==> config.mk <==
export PLATFORM = sky130hd
export DESIGN_NAME = encryptor_lcu_ctrl
export DESIGN_NICKNAME = d
export VERILOG_FILES = /design/src/rtl/encryptor_lcu_ctrl.sv
export SDC_FILE = /design/constraint.sdc
export NUM_CORES = 1
export LEC_CHECK = 0
export ABC_AREA = 1
export BUFFER_PORTS_ARGS = -buffer_cell sky130_fd_sc_hd__buf_2
export CAP_MARGIN = 40
export CORE_UTILIZATION = 38
export DETAILED_ROUTE_END_ITERATION = 7
export PLACE_DENSITY = 0.67
export SYNTH_ARGS = -nofsm -noshare
export SYNTH_HDL_FRONTEND = slang
export SYNTH_SLANG_ARGS = --single-unit
==> constraint.sdc <==
create_clock -name clk -period 2.5 [get_ports clk]
set_input_delay 0.125 -clock clk [delete_from_list [all_inputs] [get_ports clk]]
set_output_delay 0.125 -clock clk [all_outputs]
set_load 0.02 [all_outputs]
==> src/rtl/encryptor_lcu_ctrl.sv <==
// AES-128 encryptor logic control unit: key schedule then per-block round sequencing.
// Optional macro ENCRYPTOR_LCU_REKEY_EN: key_received in IDLE reruns the key schedule.
module encryptor_lcu_ctrl (
  input  logic       clk,
  input  logic       n_rst,
  input  logic       key_received,
  input  logic       data_ready,
  input  logic       fifo_full,
  output logic       data_load,
  output logic       data_taken,
  output logic       data_out_load,
  output logic       data_reg_input,
  output logic [1:0] process_output,
  output logic       ark_enable,
  output logic       sb_enable,
  output logic       mc_enable,
  output logic       sr_enable,
  output logic       key_gen_enable,
  output logic [3:0] iter_in,
  output logic [3:0] iter_out,
  output logic       key_reg_load
);

  typedef enum logic [3:0] {
    KEY_WAIT       = 4'd0,
    LOAD_FIRST_KEY = 4'd1,
    ENABLE_KEY_GEN = 4'd2,
    LOAD_KEY       = 4'd3,
    LAST_ENABLE    = 4'd4,
    LOAD_LAST_KEY  = 4'd5,
    IDLE           = 4'd6,
    LOAD_DATA      = 4'd7,
    ARK_1          = 4'd8,
    SB_2           = 4'd9,
    SR_2           = 4'd10,
    MC_2           = 4'd11,
    ARK_2          = 4'd12,
    SB_3           = 4'd13,
    SR_3           = 4'd14,
    ARK_3          = 4'd15
  } state_t;

  localparam logic [1:0] PO_ARK = 2'b00;
  localparam logic [1:0] PO_SB  = 2'b01;
  localparam logic [1:0] PO_SR  = 2'b11;
  localparam logic [1:0] PO_MC  = 2'b10;

  state_t     state;
  state_t     state_next;
  logic [3:0] r;
  logic [3:0] r_next;

  // State and round counter registers
  always_ff @(posedge clk or negedge n_rst) begin
    if (!n_rst) begin
      state <= KEY_WAIT;
      r     <= 4'd0;
    end else begin
      state <= state_next;
      r     <= r_next;
    end
  end

  // Next state and next round index
  always_comb begin
    state_next = state;
    r_next     = r;
    unique case (state)
      KEY_WAIT: begin
        if (key_received)
          state_next = LOAD_FIRST_KEY;
      end
      LOAD_FIRST_KEY: begin
        state_next = ENABLE_KEY_GEN;
        r_next     = 4'd1;
      end
      ENABLE_KEY_GEN: state_next = LOAD_KEY;
      LOAD_KEY: begin
        if (r == 4'd9) begin
          state_next = LAST_ENABLE;
          r_next     = 4'd10;
        end else begin
          state_next = ENABLE_KEY_GEN;
          r_next     = r + 4'd1;
        end
      end
      LAST_ENABLE: state_next = LOAD_LAST_KEY;
      LOAD_LAST_KEY: begin
        state_next = IDLE;
        r_next     = 4'd0;
      end
      IDLE: begin
`ifdef ENCRYPTOR_LCU_REKEY_EN
        if (key_received)
          state_next = LOAD_FIRST_KEY;
        else if (data_ready && !fifo_full)
          state_next = LOAD_DATA;
`else
        if (data_ready && !fifo_full)
          state_next = LOAD_DATA;
`endif
      end
      LOAD_DATA: begin
        state_next = ARK_1;
        r_next     = 4'd0;
      end
      ARK_1: begin
        state_next = SB_2;
        r_next     = r + 4'd1;
      end
      SB_2: state_next = SR_2;
      SR_2: state_next = MC_2;
      MC_2: state_next = ARK_2;
      ARK_2: begin
        if (r == 4'd9) begin
          state_next = SB_3;
          r_next     = 4'd10;
        end else begin
          state_next = SB_2;
          r_next     = r + 4'd1;
        end
      end
      SB_3: state_next = SR_3;
      SR_3: state_next = ARK_3;
      ARK_3: begin
        state_next = IDLE;
        r_next     = 4'd0;
      end
    endcase
  end

  // Moore output decode from state and round index
  always_comb begin
    data_load      = 1'b0;
    data_taken     = 1'b0;
    data_out_load  = 1'b0;
    data_reg_input = 1'b0;
    process_output = PO_ARK;
    ark_enable     = 1'b0;
    sb_enable      = 1'b0;
    mc_enable      = 1'b0;
    sr_enable      = 1'b0;
    key_gen_enable = 1'b0;
    iter_in        = 4'd0;
    iter_out       = 4'd0;
    key_reg_load   = 1'b0;
    unique case (state)
      KEY_WAIT, IDLE: ;
      LOAD_FIRST_KEY: key_reg_load = 1'b1;
      ENABLE_KEY_GEN, LAST_ENABLE: begin
        key_gen_enable = 1'b1;
        iter_in        = r;
        iter_out       = r - 4'd1;
      end
      LOAD_KEY, LOAD_LAST_KEY: begin
        key_gen_enable = 1'b1;
        key_reg_load   = 1'b1;
        iter_in        = r;
        iter_out       = r - 4'd1;
      end
      LOAD_DATA: begin
        data_load  = 1'b1;
        data_taken = 1'b1;
      end
      ARK_1, ARK_2: begin
        data_load      = 1'b1;
        data_reg_input = 1'b1;
        ark_enable     = 1'b1;
        process_output = PO_ARK;
        iter_out       = r;
      end
      SB_2, SB_3: begin
        data_load      = 1'b1;
        data_reg_input = 1'b1;
        sb_enable      = 1'b1;
        process_output = PO_SB;
        iter_out       = r;
      end
      SR_2, SR_3: begin
        data_load      = 1'b1;
        data_reg_input = 1'b1;
        sr_enable      = 1'b1;
        process_output = PO_SR;
        iter_out       = r;
      end
      MC_2: begin
        data_load      = 1'b1;
        data_reg_input = 1'b1;
        mc_enable      = 1'b1;
        process_output = PO_MC;
        iter_out       = r;
      end
      ARK_3: begin
        data_out_load  = 1'b1;
        data_reg_input = 1'b1;
        ark_enable     = 1'b1;
        process_output = PO_ARK;
        iter_out       = r;
      end
    endcase
  end

endmodule

==> flow_summary.toml, run 1 <==
[clock_network]
cts_resized = 0
cts-root-buf = "clkbuf_4"
cts_buffers = 3
cts_num_sinks = 8
path_clk_slew_ns = 0.05
clk_latency_ns = 0.25
cts_buffer_depth = 2
cts_hold_buffers = 1
cts_setup_buffers = 0
h-tree-depth = 1
cts_tree = "yes"

[setup_path]
crit_family = "flip-flops"
start_kind = "flip-flop"
r2r_setup_slack_ns = 1.15
r2r_cells = 7
cp_num_buf_inv = 2
cpMaxStageDelayCell = "dfrtp_1"
critPathLaunch = "state[3]"
reg2reg_from = "r[1]"
worstSetupPathType = "reg -> out"
cp-endpoint = "iter_out[3]"
r2r-end = "r[2]"
cp.depth = 6
cp_max_fo = 9
crit_arrival_ns = 1.62
end_kind = "output port"
cp.required_ns = 2.38
max_stage_delay_ns = 0.62
cp_cell_sequence = "inv_4 > nand2_2 > nand2_1 > o21ai_2 > o22ai_1 > buf_2"

[logic_synthesis]
async_flop_share_pct = 100.0
synth_top_area_share_pct = 27.87
synth_edf_count = 0
syn_area_per_cell_sq_um = 6.650
synth_largest_area_cell = "dfrtp_1"
yosys_warnings = 0
synth_cell_types = 24
postSynthCellCount = 108
synthFlopType = "dfrtp_1"
syn-cell-area_sq_um = 718.2
synth_area_leaders = "dfrtp_1 28%, nand2_1 16%, nor2_1 7.3%"
synth_nets = 116
ys_ff_latch = 8
seq_area_frac_synth_pct = 27.87

[final_layout]
finalInstanceArea_sq_um = 878.3
antenna_cells = 0
final_layout_size_suffix_gt1_share_pct = 28.79
synthToLayoutAreaGrowth_pct = 22.30
final_nets = 142
final_common_cell = "nand2_1"
final_cell_mix = "30 x nand2_1, 24 x buf_2, 14 x nor2_1"

[timing]
setup_viol = 0
tightest_slew_ns = 0.4555
hold_viol_final = 0
max_freq_mhz = 573.3
timing.slew.headroom_pct = 69.63
final.setup.worst_slack_ns = 0.7556
fin_skew_ns = 0.001466
layout_min_cycle_time_ns = 1.744
rsz0062_at_grt = "no"
fin_crit_sh_pct = 69.78
drv_slew = 0
fin_setup_tns_ns = 0

[power_and_ir_drop]
vdd_drop_max_mv = 0.5865
p_per_area_nw_per_um2 = 1535
finalPower_mw = 1.348
power_leakage_nw = 0.5195

[global_route]
grt.overflow.total = 0
grt_pass1_vias = 587
grt_usage_pct = 17.41
antenna_found_initial = 0
grt_max_degree = 10
grt_pass1_wl_um = 2546

[route]
first_pass_iters = 4
wl_met2_um = 799
remaining_drc_errors = 0
wl_met3_um = 68
dr.max_layer_used = "met4"
routed_via_density = 4.758
wl_met1_um = 785
finalWirelength_um = 1666
drtIter0Drc = 13
wl_per_cell_um = 10.61
ant_nets = 0
vias = 747

[die]
fp.dieH_um = 45.48
placementRows = 15
core_region_area_sq_um = 1745
die-area_sq_um = 2068
num_io_pins = 25
start_util_pct = 41.15
die_w_um = 45.48

[placement]
io_buffer_count = 24
place.gp.congestion = 0.8337
dpl_worst_slack_ns = 1.012
hpwlAfterDp_um = 1356
place_area_sq_um = 845.8

[run]
cap_violations = 0

[run_status]
status = "finished clean"

[hold_path]
hold_class = "in -> reg"
-- registers in the layout, indices dropped and copies added, names as in the netlist --
register / cells
r: 4
state: 4
-- kinds of logic after synthesis --
family / count (synthesis) / synth area share [%]
flops: 8 / 27.87
compound gates: 13 / 10.28
fa+ha+maj: 3 / 5.227
buf+inv: 18 / 11.67
xor+xnor: 3 / 3.659
simple gates: 63 / 41.29
-- routing by layer --
layer,vias to the layer above,track usage [%]
li1,388,-
met1,342,23.41
met2,15,26.00
met3,2,2.381
met4,0,10.91
met5,-,0
-- where the power goes --
| group | switching, mW | leakage [nW] | internal, mW |
|---|---|---|---|
| clock | 0.0414 | 0.0138 | 0.0548 |
| combinational | 0.635 | 0.405 | 0.321 |
| sequential | 0.110 | 0.101 | 0.186 |
| total | 0.786 | 0.519 | 0.562 |
-- final cells by class --
cell class              instances  area, sq um
multi-input cells              82        434.2
fillers                       193        867.1
flip-flops and latches          8        200.2
repair buffers                 25        130.1
well taps                      25        31.28
inverters                      14        60.06
clock buffers                   3        22.52
-- cell usage after synthesis, types with 2 or more instances --
| cell | n |
|---|---|
| buf_4 | 2 |
| ha_1 | 3 |
| o22ai_1 | 4 |
| nand3_1 | 8 |
| nand2_2 | 3 |
| nand2_4 | 2 |
| o21ai_1 | 2 |
| dfrtp_1 | 8 |
| inv_1 | 12 |
| xor2_1 | 2 |
| o21ai_0 | 6 |
| nand2_1 | 30 |
| nor2_2 | 2 |
| nor2_1 | 14 |
-- worst register-to-register path, stage by stage, from the launching register on --
cell,delay (ns)
dfrtp_1,0.40
inv_1,0.16
ha_1,0.17
nand2_1,0.05
nor2_1,0.18
o21ai_1,0.13
nand3_1,0.09
nand2_1,0.05
-- through the flow --
stage / hold slack, ns / util (%) / cells
after global routing: 0.1844 / 50.32 / 157
after CTS: 0.1588 / 50.32 / 157
after detailed placement: -0.02034 / 48.46 / 153
final: 0.1643 / 50.32 / 157
after floorplan: -0.1706 / - / 108
after global placement: -0.01965 / 48.46 / 153
-- worst min-delay path by stage --
stage,start,to,slack [ns],depth (start not counted)
after global placement,n_rst,r[3],-0.02,1
after floorplan,n_rst,r[0],-0.17,0
final,key_received,state[0],0.16,3
after detailed placement,n_rst,r[3],-0.02,1
after global routing,key_received,state[0],0.18,3
after CTS,key_received,state[0],0.16,3
(Power assumes the default switching activity.)
==> inputs of run 2 (changes only) <==
--- a/config.mk
+++ b/config.mk
@@ -10,7 +10,7 @@
 export CAP_MARGIN = 40
 export CORE_UTILIZATION = 38
 export DETAILED_ROUTE_END_ITERATION = 7
-export PLACE_DENSITY = 0.67
+export PLACE_DENSITY = 0.7
 export SYNTH_ARGS = -nofsm -noshare
 export SYNTH_HDL_FRONTEND = slang
 export SYNTH_SLANG_ARGS = --single-unit
==> constraint.sdc (replaced) <==
create_clock -name clk -period 1.6 [get_ports clk]
set_input_delay 0.08 -clock clk [delete_from_list [all_inputs] [get_ports clk]]
set_output_delay 0.08 -clock clk [all_outputs]
set_load 0.02 [all_outputs]
==> run 2 against run 1 <==
  * Cell count increased by 2.5%
  * Die area unchanged
  * Clock skew down 0.0012 ns
  * Largest power group unchanged
==> flow_summary.toml, run 2 (synthesized netlist as in run 1, its figures left out) <==
[route]
ant_nets = 0
remaining_drc_errors = 0
drtIter0Drc = 21
first_pass_iters = 4
vias = 789
finalWirelength_um = 1727
wl_per_cell_um = 10.73
routed_via_density = 4.901

[clock_network]
cts_buffers = 3
cts_buffer_depth = 2
cts-root-buf = "clkbuf_4"
cts_num_sinks = 8
cts_tree = "yes"
h-tree-depth = 1
clk_latency_ns = 0.25
path_clk_slew_ns = 0.05

[placement]
place.gp.congestion = 0.8585
io_buffer_count = 24
place_area_sq_um = 853.3
hpwlAfterDp_um = 1372

[timing]
fin_skew_ns = 0.0002433
tightest_slew_ns = 0.3547
fin_setup_tns_ns = 0
fin_hold_ws_ns = 0.09155
timing.slew.headroom_pct = 76.35
rsz0062_at_grt = "no"
fin_crit_sh_pct = 95.88
layout_min_cycle_time_ns = 1.534
hold_viol_final = 0
max_freq_mhz = 651.9
drv_slew = 0
setup_viol = 0

[setup_path]
cp_max_fo = 9
cpMaxStageDelayCell = "dfrtp_2"
cp.required_ns = 1.52
worstSetupPathType = "reg -> out"
max_stage_delay_ns = 0.50
start_kind = "flip-flop"
end_kind = "output port"
crit_arrival_ns = 1.45
cp_cell_sequence = "nor2_8 > o21ai_2 > o22ai_1 > buf_4"

[die]
die-area_sq_um = 2068
core_region_area_sq_um = 1745
start_util_pct = 41.15
num_io_pins = 25
die_w_um = 45.48
fp.dieH_um = 45.48
placementRows = 15

[final_layout]
final_nets = 146
synthToLayoutAreaGrowth_pct = 27.70
top_regs = "r: 4 flops, state: 4 flops"
final_cell_mix = "30 x nand2_1, 22 x buf_2, 14 x nor2_1"
fillers = 185
antenna_cells = 0
final_common_cell = "nand2_1"
final_layout_size_suffix_gt1_share_pct = 33.82
finalInstanceArea_sq_um = 917.1

[power_and_ir_drop]
p_per_area_nw_per_um2 = 2443
power_leakage_nw = 0.5342
vdd_drop_max_mv = 0.9740

[run]
cap_violations = 0

[hold_path]
hold_class = "in -> reg"

[global_route]
antenna_found_initial = 0
grt_max_degree = 10
grt_pass1_wl_um = 2835
grt_pass1_vias = 666
grt_usage_pct = 19.19
grt.overflow.total = 0

[run_status]
status = "finished clean"
[run 2: final timing paths]
path | startpoint | endpoint | slack (ns) | depth (start not counted)
max | state[2] | iter_out[3] | 0.07 | 4
min | key_received | state[0] | 0.09 | 3
max reg2reg | r[1] | r[0] | 0.27 | 7
min reg2reg | state[0] | state[0] | 0.51 | 1
max in group asynchronous | n_rst | state[2] | 1.22 | 2
min in group asynchronous | n_rst | state[0] | 0.20 | 2
[run 2: layer usage]
layer | vias to the layer above | GRT usage, % | wire length (um)
li1 | 396 | - | -
met5 | - | 0 | 0
met3 | 2 | 2.778 | 109
met4 | 0 | 10.91 | 12
met2 | 26 | 28.57 | 835
met1 | 365 | 26.29 | 769
[run 2: power breakdown]
part	internal (mW)	total [mW]	leakage, nW	switching [mW]
sequential	0.299	0.462	0.0972	0.163
combinational	0.582	1.62	0.423	1.04
clock	0.0860	0.157	0.0138	0.0709
[run 2: area by class of cell]
type                       instances  area, sq um  area share (%)
clock buffer                       3        22.52           2.456
inverter                          14        60.06           6.548
multi-input combinational         82        434.2           47.34
sequential                         8        203.9           22.24
tap                               25        31.28           3.411
timing repair buffer              29        165.2           18.01
[run 2: stage by stage]
| stage | power, mW | util, % | instances | setup WS (ns) |
|---|---|---|---|---|
| after detailed placement | 2.000 | 48.89 | 154 | 0.2319 |
| after global routing | 2.435 | 52.54 | 161 | 0.005551 |
| final | 2.241 | 52.54 | 161 | 0.06591 |
| after global placement | 1.972 | 48.89 | 154 | 0.2656 |
| after CTS | 2.174 | 50.97 | 158 | 0.02901 |
| after floorplan | 1.591 | - | 108 | 0.3160 |
[run 2: critical path: cells and delay by family, from the launching register on]
family,cells,cell delay [ns]
flops,1,0.50
compound gates,2,0.46
buf+inv,1,0.18
simple gates,1,0.06
[run 2: timing repair]
item | 4_1_cts | 5_1_grt
resized for setup | 3 | 3
hold buffers | 1 | 0
cloned | 0 | 0
endpoints found under the setup margin | 4 | 4
endpoints found under the hold margin | 8 | 0
buffers inserted | 0 | 3
==> inputs of run 3 (changes only) <==
--- a/config.mk
+++ b/config.mk
@@ -8,6 +8,7 @@
 export ABC_AREA = 1
 export BUFFER_PORTS_ARGS = -buffer_cell sky130_fd_sc_hd__buf_2
 export CAP_MARGIN = 40
+export CORE_ASPECT_RATIO = 0.9
 export CORE_UTILIZATION = 38
 export DETAILED_ROUTE_END_ITERATION = 7
 export PLACE_DENSITY = 0.7
==> run 3 against run 2 <==
  * Clock power up 9.6%
  * Highest routed layer unchanged
  * Register-to-register slack about the same
  * First-iteration DRC count down 33%
==> flow_summary.toml, run 3 (synthesized netlist as in run 1, its figures left out) <==
[run_status]
status = "finished clean"

[clock_network]
cts-root-buf = "clkbuf_4"
cts_buffers = 3
path_clk_slew_ns = 0.06
cts_num_sinks = 8
cts_tree = "yes"
clk_latency_ns = 0.27
cts_buffer_depth = 2
h-tree-depth = 1

[placement]
hpwlAfterDp_um = 1384
io_buffer_count = 24
place.gp.congestion = 0.8758
place_area_sq_um = 852.1
dpl_worst_slack_ns = 0.2488

[setup_path]
crit_arrival_ns = 1.47
max_stage_delay_ns = 0.43
cp.required_ns = 1.52
crit_family = "flip-flops"
worstSetupPathType = "reg -> out"
cpMaxStageDelayCell = "dfrtp_2"
start_kind = "flip-flop"
end_kind = "output port"
cp_cell_sequence = "inv_1 > ha_1 > o22ai_1 > buf_2"
cp_max_fo = 6
cp_num_buf_inv = 2

[timing]
fin_setup_tns_ns = 0
max_freq_mhz = 644.7
setup_viol = 0
fin_crit_sh_pct = 96.95
timing.slew.headroom_pct = 83.28
hold_viol_final = 0
tightest_slew_ns = 0.2509
drv_slew = 0
fin_skew_ns = 0.003650
rsz0062_at_grt = "no"
final.setup.worst_slack_ns = 0.04886
layout_min_cycle_time_ns = 1.551

[route]
drtIter0Drc = 14
wl_per_cell_um = 11.01
finalWirelength_um = 1762
remaining_drc_errors = 0
ant_nets = 0
first_pass_iters = 4
vias = 790
routed_via_density = 4.938

[global_route]
grt_pass1_wl_um = 2663
grt_max_degree = 10
grt_usage_pct = 18.55
antenna_found_initial = 0
grt.overflow.total = 0
grt_pass1_vias = 626

[final_layout]
final_common_cell = "nand2_1"
synthToLayoutAreaGrowth_pct = 29.27
final_layout_size_suffix_gt1_share_pct = 33.82
final_cell_mix = "30 x nand2_1, 21 x buf_2, 13 x nor2_1"
antenna_cells = 0
final_nets = 146
top_regs = "r: 4 flops, state: 4 flops"
finalInstanceArea_sq_um = 928.4
fillers = 178

[power_and_ir_drop]
finalPower_mw = 2.287
vdd_drop_max_mv = 0.9821
p_per_area_nw_per_um2 = 2463
power_leakage_nw = 0.5369

[die]
fp.dieH_um = 43.25
die-area_sq_um = 2068
core_region_area_sq_um = 1717
die_w_um = 47.83
placementRows = 14
start_util_pct = 41.84
num_io_pins = 25

[hold_path]
hold_class = "in -> reg"

[run]
cap_violations = 0
run 3: layer usage:
layer	share of wire, %	routed length (um)	vias to the layer above	track usage, %
li1	-	-	398	-
met1	47	833	367	26.18
met2	47	835	20	26.49
met3	3.4	60	5	3.830
met4	1.9	34	0	8.333
met5	0	0	-	0
run 3: metrics by stage:
stage,instances,utilization (%),hold WS (ns)
2_1_floorplan,108,-,-0.2156
6_report,160,54.08,0.08072
5_1_grt,160,54.08,0.07810
3_5_place_dp,153,49.64,-0.05405
3_3_place_gp,153,49.64,-0.05967
4_1_cts,157,51.75,0.07971
run 3: worst register-to-register path, cell delays in order (launching register included):
cell	delay, ns
dfrtp_1	0.41
inv_1	0.17
ha_1	0.17
nand2_1	0.05
nor2_1	0.15
nand2_1	0.10
and2_0	0.14
nand2_1	0.06
run 3: timing repair:
| action | CTS | global route |
|---|---|---|
| gates cloned | 0 | 0 |
| hold buffers | 1 | 0 |
| buffers inserted | 0 | 3 |
| pin swaps | 0 | 0 |
| hold endpoints to repair | 8 | 0 |
| gates resized for setup | 3 | 5 |
| setup endpoints to repair | 4 | 6 |
run 3: cell type report:
cell class,count,area [sq um],share of cell area [%]
flip-flops and latches,8,203.9,21.97
clock buffers,3,22.52,2.426
multi-input cells,82,444.2,47.84
inverters,14,60.06,6.469
well taps,24,30.03,3.235
repair buffers,29,167.7,18.06
run 3: where the power goes:
part	internal [mW]	leakage (nW)	total, mW	switching [mW]
sequential	0.299	0.0972	0.458	0.160
combinational	0.603	0.426	1.66	1.05
clock	0.0870	0.0138	0.172	0.0847
total	0.989	0.537	2.29	1.30
run 3: worst paths after layout:
kind / slack, ns / start / end / cells after the start
hold / removal: 0.08 / key_received / state[0] / 3
setup reg to reg: 0.28 / r[1] / r[1] / 7
setup / recovery: 0.05 / r[0] / iter_out[1] / 4
min in group asynchronous: 0.19 / n_rst / r[1] / 2
hold reg to reg: 0.51 / state[0] / state[0] / 1
max in group asynchronous: 1.22 / n_rst / state[2] / 2
